$ cat src/rtl/grom_pkg.sv
// Shared types and default widths for the grom memory-side arbiters.
package grom_pkg;

  localparam int GROM_ADDR_W = 12;
  localparam int GROM_DATA_W = 8;

  typedef enum logic [1:0] {IDLE, CPU, AUX} arb_state_t;

  typedef enum logic [1:0] {OWN_NONE, OWN_CPU, OWN_AUX} owner_t;

endpackage

$ cat src/rtl/grom_starve_cnt.sv
// Saturating starvation counter: clear wins over increment, sat flags the limit.
module grom_starve_cnt #(
  parameter int MAX   = 15,
  parameter int CNT_W = 8
) (
  input  logic clk,
  input  logic rst_n,
  input  logic inc_i,
  input  logic clr_i,
  output logic sat_o
);

  logic [CNT_W-1:0] cnt_q, cnt_d;

  always_comb begin
    cnt_d = cnt_q;
    if (clr_i) begin
      cnt_d = '0;
    end else if (inc_i && (cnt_q != CNT_W'(MAX))) begin
      cnt_d = cnt_q + 1'b1;
    end
  end

  assign sat_o = (cnt_q == CNT_W'(MAX));

  always_ff @(posedge clk or negedge rst_n) begin
    if (!rst_n) begin
      cnt_q <= '0;
    end else begin
      cnt_q <= cnt_d;
    end
  end

endmodule

$ cat src/rtl/grom_mem_arbiter.sv
// Shares one synchronous RAM between the grom CPU and an auxiliary master:
// fixed CPU priority with a starvation-forced aux slot, reads steered back to the issuer.
module grom_mem_arbiter
  import grom_pkg::*;
#(
  parameter int ADDR_W   = GROM_ADDR_W,
  parameter int DATA_W   = GROM_DATA_W,
  parameter int MAX_WAIT = 15
) (
  input  logic              clk,
  input  logic              reset_n,
  input  logic              cpu_req,
  input  logic              cpu_we,
  input  logic              cpu_ioreq,
  input  logic [ADDR_W-1:0] cpu_addr,
  input  logic [DATA_W-1:0] cpu_wdata,
  output logic              cpu_wait,
  output logic [DATA_W-1:0] cpu_rdata,
  output logic              cpu_rvalid,
  input  logic              aux_req,
  input  logic              aux_we,
  input  logic [ADDR_W-1:0] aux_addr,
  input  logic [DATA_W-1:0] aux_wdata,
  output logic              aux_gnt,
  output logic [DATA_W-1:0] aux_rdata,
  output logic              aux_rvalid,
  output logic [ADDR_W-1:0] mem_addr,
  output logic [DATA_W-1:0] mem_wdata,
  output logic              mem_we,
  input  logic [DATA_W-1:0] mem_rdata
);

  logic              cpu_ram;
  logic              force_aux;
  owner_t            owner;
  owner_t            rd_owner_q, rd_owner_d;
  arb_state_t        state_q;
  logic [ADDR_W-1:0] mem_addr_q;
  logic [DATA_W-1:0] mem_wdata_q;
  logic [DATA_W-1:0] cpu_rdata_q, aux_rdata_q;

  // I/O accesses never compete for the RAM slot.
  assign cpu_ram = cpu_req & ~cpu_ioreq;

  grom_starve_cnt #(
    .MAX   (MAX_WAIT),
    .CNT_W (8)
  ) u_starve (
    .clk   (clk),
    .rst_n (reset_n),
    .inc_i (aux_req & ~aux_gnt),
    .clr_i (aux_gnt | ~aux_req),
    .sat_o (force_aux)
  );

  always_comb begin
    owner = OWN_NONE;
    if (force_aux && aux_req) begin
      owner = OWN_AUX;
    end else if (cpu_ram) begin
      owner = OWN_CPU;
    end else if (aux_req) begin
      owner = OWN_AUX;
    end
  end

  assign aux_gnt  = (owner == OWN_AUX);
  assign cpu_wait = cpu_ram & (owner != OWN_CPU);

  // Idle cycles keep the RAM address/data lines parked on their last value.
  always_comb begin
    mem_addr  = mem_addr_q;
    mem_wdata = mem_wdata_q;
    mem_we    = 1'b0;
    unique case (owner)
      OWN_CPU: begin
        mem_addr  = cpu_addr;
        mem_wdata = cpu_wdata;
        mem_we    = cpu_we;
      end
      OWN_AUX: begin
        mem_addr  = aux_addr;
        mem_wdata = aux_wdata;
        mem_we    = aux_we;
      end
      default: ;
    endcase
  end

  assign rd_owner_d = ((owner != OWN_NONE) && !mem_we) ? owner : OWN_NONE;

  assign cpu_rvalid = (rd_owner_q == OWN_CPU);
  assign aux_rvalid = (rd_owner_q == OWN_AUX);
  assign cpu_rdata  = cpu_rvalid ? mem_rdata : cpu_rdata_q;
  assign aux_rdata  = aux_rvalid ? mem_rdata : aux_rdata_q;

  always_ff @(posedge clk or negedge reset_n) begin
    if (!reset_n) begin
      mem_addr_q  <= '0;
      mem_wdata_q <= '0;
      rd_owner_q  <= OWN_NONE;
      cpu_rdata_q <= '0;
      aux_rdata_q <= '0;
      state_q     <= IDLE;
    end else begin
      mem_addr_q  <= mem_addr;
      mem_wdata_q <= mem_wdata;
      rd_owner_q  <= rd_owner_d;
      cpu_rdata_q <= cpu_rdata;
      aux_rdata_q <= aux_rdata;
      unique case (owner)
        OWN_CPU: state_q <= CPU;
        OWN_AUX: state_q <= AUX;
        default: state_q <= IDLE;
      endcase
    end
  end

  // An idle tracker state always means no read is in flight.
  a_idle_no_read: assert property (@(posedge clk) disable iff (!reset_n)
    (state_q == IDLE) |-> (rd_owner_q == OWN_NONE));

endmodule

$ cat config.mk
export PLATFORM = sky130hd
export DESIGN_NAME = grom_mem_arbiter
export DESIGN_NICKNAME = d
export VERILOG_FILES = /design/src/rtl/grom_pkg.sv /design/src/rtl/grom_starve_cnt.sv /design/src/rtl/grom_mem_arbiter.sv
export SDC_FILE = /design/constraint.sdc
export NUM_CORES = 1
export LEC_CHECK = 0
export BUFFER_PORTS_ARGS = -buffer_cell sky130_fd_sc_hd__buf_4
export CAP_MARGIN = 30
export CELL_PAD_IN_SITES_DETAIL_PLACEMENT = 0
export CELL_PAD_IN_SITES_GLOBAL_PLACEMENT = 1
export CORE_AREA = 2 2 85 87
export CTS_CLUSTER_SIZE = 28
export DETAILED_ROUTE_END_ITERATION = 16
export DIE_AREA = 0 0 87 89
export PLACE_DENSITY_LB_ADDON = 0.1
export SLEW_MARGIN = 20
export SYNTH_ARGS = -nofsm -noshare
export SYNTH_HDL_FRONTEND = slang
export SYNTH_HIERARCHICAL = 1
export SYNTH_SLANG_ARGS = --single-unit
$ cat constraint.sdc
create_clock -name clk -period 2.3 [get_ports clk]
set_input_delay 0.23 -clock clk [delete_from_list [all_inputs] [get_ports clk]]
set_output_delay 0.23 -clock clk [all_outputs]
set_load 0.05 [all_outputs]
== After elaboration in Yosys (flattened, before gate mapping) ==
Index checks and enable logic that the tools add are counted.
Storage, ports and cells
  register bits after elaboration: 46
  input bits: 55
  output and inout port bits: 41
  logic and storage cells: 38
Cells by class
  $add $sub $neg: 1
  equal/unequal tests: 7
  mux-type cells: 11
  bitwise operators: 7
  reductions and logical operators: 6
Operators by type and width (count)
  2-to-1 mux 8 bit: 4
  one-hot mux 12 bit (2 select lines): 1
  one-hot mux 8 bit (2 select lines): 1
  adder 8 x 1 -> 8 bit (second input constant): 1
  == test 8 x 4 -> 1 bit (second input constant): 1
  2-to-1 mux 2 bit: 4
  inequality test 8 x 4 -> 1 bit (second input constant): 1
  == test 2 x 1 -> 1 bit (second input constant): 2
  == test 2 bit (second input constant): 2
  nonzero test 2 bit: 2
  bitwise AND 1 bit: 3
  logical AND 1 bit: 3
  NOT 1 bit: 3
  inequality test 2 x 1 -> 1 bit (second input constant): 1
  one-hot mux 1 bit (2 select lines): 1
  logical NOT 1 bit: 1
  bitwise OR 1 bit: 1

== Depth between registers and ports, before layout ==
Gate-level depths: netlist of run 1.
  depth in word-level cells: 10
  mapped depth: 7
  depth with buffers taken out: 7

== By module ==
The synthesis of run 1 kept the hierarchy.
Modules (own cells, without submodules)
  grom_mem_arbiter: times used 1, cells an instance 185, area each 2014.4 µm², sequential area each 950.9 µm²
  grom_starve_cnt: times used 1, cells an instance 44, area each 447.9 µm², sequential area each 200.2 µm²

== Worst setup path after synthesis of run 1 ==
Ideal clock, no wire load.
  path kind: reg2reg
  start point: register u_starve.cnt_q[0]
  end point: register mem_addr_q[1]
  library setup time: 0.255 ns
  data arrival time: 2.791 ns
  data required time: 2.045 ns
  path slack: -0.746 ns
  cell stages (with the launch flop): 7
  path buffers: 1
  period minus slack after synthesis: 3.046 ns
  cells stage by stage: dfrtp_1 -> ha_1 -> and4_1 -> or3b_1 -> and2_1 -> buf_6 -> a211oi_1
On the way
  cells in the longest elaborated chain, start to end: 5
  elaborated cells on any way between the ends: 6
  those cells by class: eq/ne (3); mux (2); reduce/logical (1)
RTL lines
  start, declared: line grom_starve_cnt.sv:13  | logic [CNT_W-1:0] cnt_q, cnt_d;
  start signal, assigned: line grom_starve_cnt.sv:30  | cnt_q <= cnt_d;
  == test 8 x 4 -> 1 bit *: line grom_starve_cnt.sv:24  | assign sat_o = (cnt_q == CNT_W'(MAX));
  via force_aux: line grom_mem_arbiter.sv:34  | logic force_aux;
  logical AND 1 bit *: line grom_mem_arbiter.sv:58  | if (force_aux && aux_req) begin
  2-to-1 mux 2 bit *: line grom_mem_arbiter.sv:58
  == test 2 bit or == test 2 x 1 -> 1 bit (tied branches): line grom_mem_arbiter.sv:75  | unique case (owner)
  one-hot mux 12 bit (2 select lines) *: line grom_mem_arbiter.sv:75
  via mem_addr[1]: line grom_mem_arbiter.sv:27  | output logic [ADDR_W-1:0] mem_addr,
  end signal, assigned: line grom_mem_arbiter.sv:106  | mem_addr_q <= mem_addr;
  end, declared: line grom_mem_arbiter.sv:38  | logic [ADDR_W-1:0] mem_addr_q;
Mark *: on every way through the listed nets, which the timed path passes. The rest lies on a longest branch.
A chain may end at the register's enable or synchronous reset.

== Final worst setup path of run 1 ==
  start point: register u_starve.cnt_q[0]
  end point: output mem_addr[9]
On the way
  cells in the longest elaborated chain, start to end: 5
  elaborated cells on any way between the ends: 6
  those cells by class: eq/ne (3); mux (2); reduce/logical (1)
RTL lines (line)
  == test 8 x 4 -> 1 bit *: grom_starve_cnt.sv:24
  via force_aux: grom_mem_arbiter.sv:34
  logical AND 1 bit *: grom_mem_arbiter.sv:58
  2-to-1 mux 2 bit *: grom_mem_arbiter.sv:58
  == test 2 bit or == test 2 x 1 -> 1 bit (tied branches): grom_mem_arbiter.sv:75
  one-hot mux 12 bit (2 select lines) *: grom_mem_arbiter.sv:75
  end, declared: grom_mem_arbiter.sv:27
Marks and branches as above.

==> results.yml, run 1 <==
status:
  status: "finished, violations left"
  violations: "negative setup slack"
sta:
  fin_crit_ps: 2490
  slew_headroom: 0.600
  setup_violations: 21
  final-hold-violation-count: 0
  setup_slack_ps: -188
  worst_slew_pin_slew_ps: 600
  rsz0062_at_grt: "true"
  worst_clock_skew_ps: 9.70
  setup_tns_ps: -3620
  fin_crit_sh: 1.08
  fmax_ghz: 0.402
  maxSlewViolCount: 0
clocking:
  tritoncts: "yes"
  path_clk_slew_ps: 100
  cts_buffers: 5
  clock-sinks: 46
  ctsHtreeMaxLevel: 2
  clockBufferDepth: 2
  clkLatencyLatePin_ps: 310
  cts_root_buf: "clkbuf_8"
die:
  io_pins: 96
  die_w_um: 87
  fp-row-count: 30
  start_util: 0.366
  core_area_sq_um: 6720
  die_area_sq_um: 7740
  fp.dieH_um: 89
place:
  hpwl_um: 4490
  gp_congestion: 0.764
  io_buffers: 95
synthesis:
  syn_avg_cell_area_sq_um: 10.8
  syn-instance-count: 229
  ys_seq_area_frac: 0.467
  synth_nets: 285
  synth_edf_count: 0
  synth_flop_cell: "dfrtp_1"
  ys_ff_latch: 46
  yosysWarnings: 6
  yosysUniqueCellTypes: 31
  synth_area_sq_um: 2460
  synthArstFlopShare: 1.00
cells_and_area:
  diodes: 0
  seqCellArea_sq_um: 1150
  multi_input_area_sq_um: 1310
  nets: 393
  area_growth_pct: 52.5
  layout-drive-gt1-share: 0.503
  fillers: 608
route:
  drt_iter0_markers: 69
  routedWlPerCell_um: 15.4
  antenna_left: 0
  vias: 2101
  dr.pass1.iters: 4
  vias_per_cell: 5.03
  drcViolationCount: 0
  drt_wl_total_um: 6450
worst_setup_path:
  crit_arrival_ps: 2260
  crit_fanout: 8
  cp-start-kind: "flip-flop"
  crit_type: "flip-flop to output port"
  reg2reg_setup_slack_ps: 160
  reg2reg_from: "u_starve/cnt_q[0]"
  end_kind: "output port"
  r2r_cells: 8
  required_ps: 2070
  r2r-end: "u_starve/cnt_q[7]"
min_path:
  min_to: "rd_owner_q[1]"
  hold_depth: 2
  hp-class: "primary input to flip-flop"
  min-delay-start: "aux_we"
power_and_ir_drop:
  p_seq_frac: 0.375
  ir_worst_vdd_mv: 0.254
  power_frac_comb: 0.413
  p_sw_frac: 0.390
  powerDensity_nw_per_um2: 662
  pwr-share-clk: 0.212
  intPower_uw: 1520
  p_leak_uw: 0.00177
  power_uw: 2480
  p_switching_uw: 968
global_route:
  antenna_found_initial: 0
  grt.overflow.total: 0
  grt.total_usage: 0.170
  grt_pass1_vias: 2144
  grt_pass1_wl_um: 10200
  grt_max_degree: 47
flow_run:
  drv_cap: 0
through the flow:
step / instance area, sq um / cells / util / hold slack [ps] / worst slack, ps
detailed placement: 3490 / 404 / 0.520 / 291 / 17.0
floorplan: 2640 / 229 / - / -65.6 / -131
global route: 3750 / 418 / 0.559 / 65.2 / -276
finish: 3750 / 418 / 0.559 / 76.3 / -188
global placement: 3490 / 404 / 0.520 / 288 / 47.9
CTS: 3710 / 414 / 0.553 / 67.7 / -225
cells by family (layout without fill, tap and decap cells):
logic type               after synthesis  after routing  share of synthesized area
AO/OA/AOI/OAI                         54             54                      0.196
AND/OR/NAND/NOR                       69             69                      0.176
multiplexers                          18             18                     0.0833
buffers and inverters                 41            150                     0.0716
flip-flops                            46             46                      0.467
adder cells (fa/ha/maj)                1              1                    0.00508
cells in the final DEF, fill, tap and decap left out, drive strengths merged, types with 2 or more instances in the layout:
cell      n
buf     117
dfrtp    46
a211oi   42
inv      25
nor2     23
and3b    20
mux2     17
a21oi     7
clkbuf    5
nand2b    4
nor2b     4
nand2     4
or3       3
nand3     2
o21ai     2
nand4     2
and2      2
critical path: stages, from the launching register on:
cell	delay [ps]
dfrtp_1	400
ha_2	200
and4_4	150
or3b_4	400
and2_4	210
buf_6	170
a211oi_4	230
buf_6	190
state kept, by name, summed over array words and instances (netlist names):
signal          flops
mem_addr_q         12
cpu_rdata_q         8
aux_rdata_q         8
rd_owner_q          2
u_starve/cnt_q      8
mem_wdata_q         8
how the worst max path moves through the flow:
stage                            from            to
finish              u_starve/cnt_q[0]   mem_addr[9]
global route        u_starve/cnt_q[0]   mem_addr[8]
CTS                 u_starve/cnt_q[0]  mem_addr[11]
floorplan           u_starve/cnt_q[1]  mem_addr[10]
global placement    u_starve/cnt_q[1]   mem_addr[1]
detailed placement  u_starve/cnt_q[1]   mem_addr[1]
cell usage after synthesis, drive strengths merged, types with 3 or more instances:
library cell | count | share of area
mux2 | 17 | 0.079
nor2b | 4 | 0.010
a21oi | 7 | 0.014
clkbuf | 13 | 0.020
nand2 | 4 | 0.0061
nand2b | 4 | 0.010
and3b | 20 | 0.071
nor2 | 23 | 0.035
dfrtp | 46 | 0.47
a211oi | 42 | 0.16
or3 | 3 | 0.0086
buf | 4 | 0.015
inv | 24 | 0.037
layout make-up:
| class | count | area share |
|---|---|---|
| clock inverters | 3 | 0.00666 |
| well taps | 80 | 0.0267 |
| inverters | 24 | 0.0240 |
| clock buffers | 5 | 0.0183 |
| flip-flops and latches | 46 | 0.307 |
| repair buffers | 118 | 0.270 |
| multi-input cells | 142 | 0.348 |
routing by layer:
layer / wire (um) / up-vias / track usage
met1: 2780 / 1020 / 0.218
li1: - / 1006 / -
met5: 0 / - / 0
met4: 71 / 0 / 0.0483
met2: 3210 / 69 / 0.287
met3: 389 / 6 / 0.0434
power by group through the flow:
| stage | logic, uW | clock network (uW) | registers (uW) |
|---|---|---|---|
| global route | 1080 | 582 | 938 |
| CTS | 1030 | 552 | 932 |
| finish | 1030 | 526 | 931 |
| floorplan | 683 | 0 | 942 |
| global placement | 975 | 0 | 945 |
| detailed placement | 981 | 0 | 948 |
what timing repair did:
| item | in CTS | in global routing |
|---|---|---|
| setup buffers | 0 | 4 |
| hold buffers | 1 | 0 |
| pin swaps | 7 | 5 |
| endpoints found under the hold margin | 46 | 0 |
| resized for setup | 26 | 3 |
| endpoints found under the setup margin | 22 | 23 |
| gates cloned | 1 | 0 |
No activity file was read; power rests on OpenSTA's default activity.
==> inputs of run 2 (changes only) <==
TNS_END_PERCENT = 5   (was default)
==> run 2 against run 1 <==
Against the previous run: the run still ends with negative setup slack left; power is 0.25% lower; clock skew is essentially flat; cell count decreased by 0.72%; critical path type unchanged; largest power group unchanged; highest routed layer unchanged.
==> results.yml, run 2 (synthesized netlist as in run 1, its figures left out) <==
power_and_ir_drop:
  pwr-share-clk: 0.212
  intPower_uw: 1510
  power_frac_comb: 0.412
  powerDensity_nw_per_um2: 664
  p_seq_frac: 0.376
  p_leak_uw: 0.00176
  ir_worst_vdd_mv: 0.254
  p_sw_frac: 0.390
  p_switching_uw: 967
cells_and_area:
  final_area_sq_um: 3730
  final_util: 0.555
  area_growth_pct: 51.6
  largest_reg_flops: 12
  diodes: 0
  layout-drive-gt1-share: 0.499
  final_cell_mix: "buf_4, dfrtp_1, buf_6, inv_1, nor2_1"
  largest-register: "mem_addr_q"
  final_common_cell: "buf_4"
  nets: 390
global_route:
  grt_pass1_vias: 2144
  grt_max_degree: 47
  grt.overflow.total: 0
  antenna_found_initial: 0
  grt.total_usage: 0.170
  grt_pass1_wl_um: 10200
die:
  io_pins: 96
  fp-row-count: 30
  fp.dieH_um: 89
  start_util: 0.366
  die_w_um: 87
  core_area_sq_um: 6720
  die_area_sq_um: 7740
clocking:
  clock-sinks: 46
  tritoncts: "yes"
  cts_buffers: 5
  path_clk_slew_ps: 100
  clkLatencyLatePin_ps: 310
  cts_root_buf: "clkbuf_8"
  ctsHtreeMaxLevel: 2
  clockBufferDepth: 2
sta:
  worst_slew_pin_slew_ps: 599
  holdWs_ps: 76.3
  maxSlewViolCount: 0
  rsz0062_at_grt: "true"
  setup_violations: 21
  setup_tns_ps: -3590
  fin_crit_ps: 2490
  slew_headroom: 0.601
  setup_slack_ps: -188
  fmax_ghz: 0.402
  fin_crit_sh: 1.08
  worst_clock_skew_ps: 9.97
  final-hold-violation-count: 0
worst_setup_path:
  crit_arrival_ps: 2260
  crit_start: "u_starve/cnt_q[0]"
  crit_path_frequent_cell: "buf_6"
  r2r_cells: 8
  crit_fanout: 8
  r2r-end: "u_starve/cnt_q[7]"
  reg2reg_setup_slack_ps: 160
  cp-start-kind: "flip-flop"
  end_kind: "output port"
  path_cells: "ha_2 -> and4_4 -> or3b_4 -> and2_4 -> buf_6 -> a211oi_4 -> buf_6"
  cp_slowest_cell: "dfrtp_1"
  required_ps: 2070
  cp_slowest_stage_delay_ps: 400
  reg2reg_from: "u_starve/cnt_q[0]"
  crit_type: "flip-flop to output port"
route:
  dr.pass1.iters: 4
  drcViolationCount: 0
  drt_iter0_markers: 71
  routedWlPerCell_um: 15.5
  vias: 2093
  antenna_left: 0
  drt_wl_total_um: 6430
  vias_per_cell: 5.04
place:
  io_buffers: 95
  dpl_cell_area_sq_um: 3490
  hpwl_um: 4490
  gp_congestion: 0.764
status:
  status: "finished, violations left"
  violations: "negative setup slack"
min_path:
  min-delay-start: "aux_we"
  min_to: "rd_owner_q[1]"
  hold_depth: 2
  hp-class: "primary input to flip-flop"
flow_run:
  drv_cap: 0
==> run 2: changes by cell type in the layout (fill, tap and decap cells not counted) <==
cell / delta
buf_4: -3
==> run 2: stage by stage <==
stage                     instances  power, uW  setup slack [ps]
after global routing            415       2600              -276
final                           415       2480              -188
after global placement          404       1920              47.9
after detailed placement        404       1930              17.0
after floorplan                 229       1620              -131
after CTS                       414       2510              -225
==> run 2: how the worst max path moves through the flow <==
stage	end	slack (ps)	depth (start not counted)
2_1_floorplan	mem_addr[10]	-130	7
3_3_place_gp	mem_addr[1]	50	7
3_5_place_dp	mem_addr[1]	20	7
4_1_cts	mem_addr[11]	-220	7
5_1_grt	mem_addr[8]	-280	7
6_report	mem_addr[9]	-190	7
==> run 2: timing repair <==
item	in CTS	in global routing
gates cloned	1	0
pin swaps	7	6
resized for setup	26	3
hold endpoints to repair	46	0
endpoints found under the setup margin	22	23
hold buffers	1	0
buffers inserted	0	1
==> run 2: layer usage <==
layer / global-route usage / part of all wire / vias to the layer above
met4: 0.0483 / 0.012 / 0
met2: 0.287 / 0.49 / 73
met3: 0.0434 / 0.060 / 10
met1: 0.218 / 0.43 / 1011
met5: 0 / 0 / -
li1: - / - / 999
==> run 2: final cells by class <==
cell class | count | area [sq um]
multi-input combinational | 142 | 1310
timing repair buffer | 115 | 992
tap | 80 | 100
clock buffer | 5 | 68.8
inverter | 24 | 90.1
sequential | 46 | 1150
clock inverter | 3 | 25.0
fill | 608 | 2990
==> run 2: critical path: cells and delay by family, from the launching register on <==
family | cells | cell delay [ps]
buffers and inverters | 2 | 360
AO/OA/AOI/OAI | 1 | 230
AND/OR/NAND/NOR | 3 | 760
adder cells (fa/ha/maj) | 1 | 200
flip-flops | 1 | 400
==> run 2: power groups by stage <==
stage | logic, uW | clock network [uW] | registers [uW]
after floorplan | 683 | 0 | 942
after detailed placement | 981 | 0 | 948
final | 1020 | 526 | 931
after global routing | 1080 | 582 | 938
after CTS | 1030 | 552 | 932
after global placement | 975 | 0 | 945
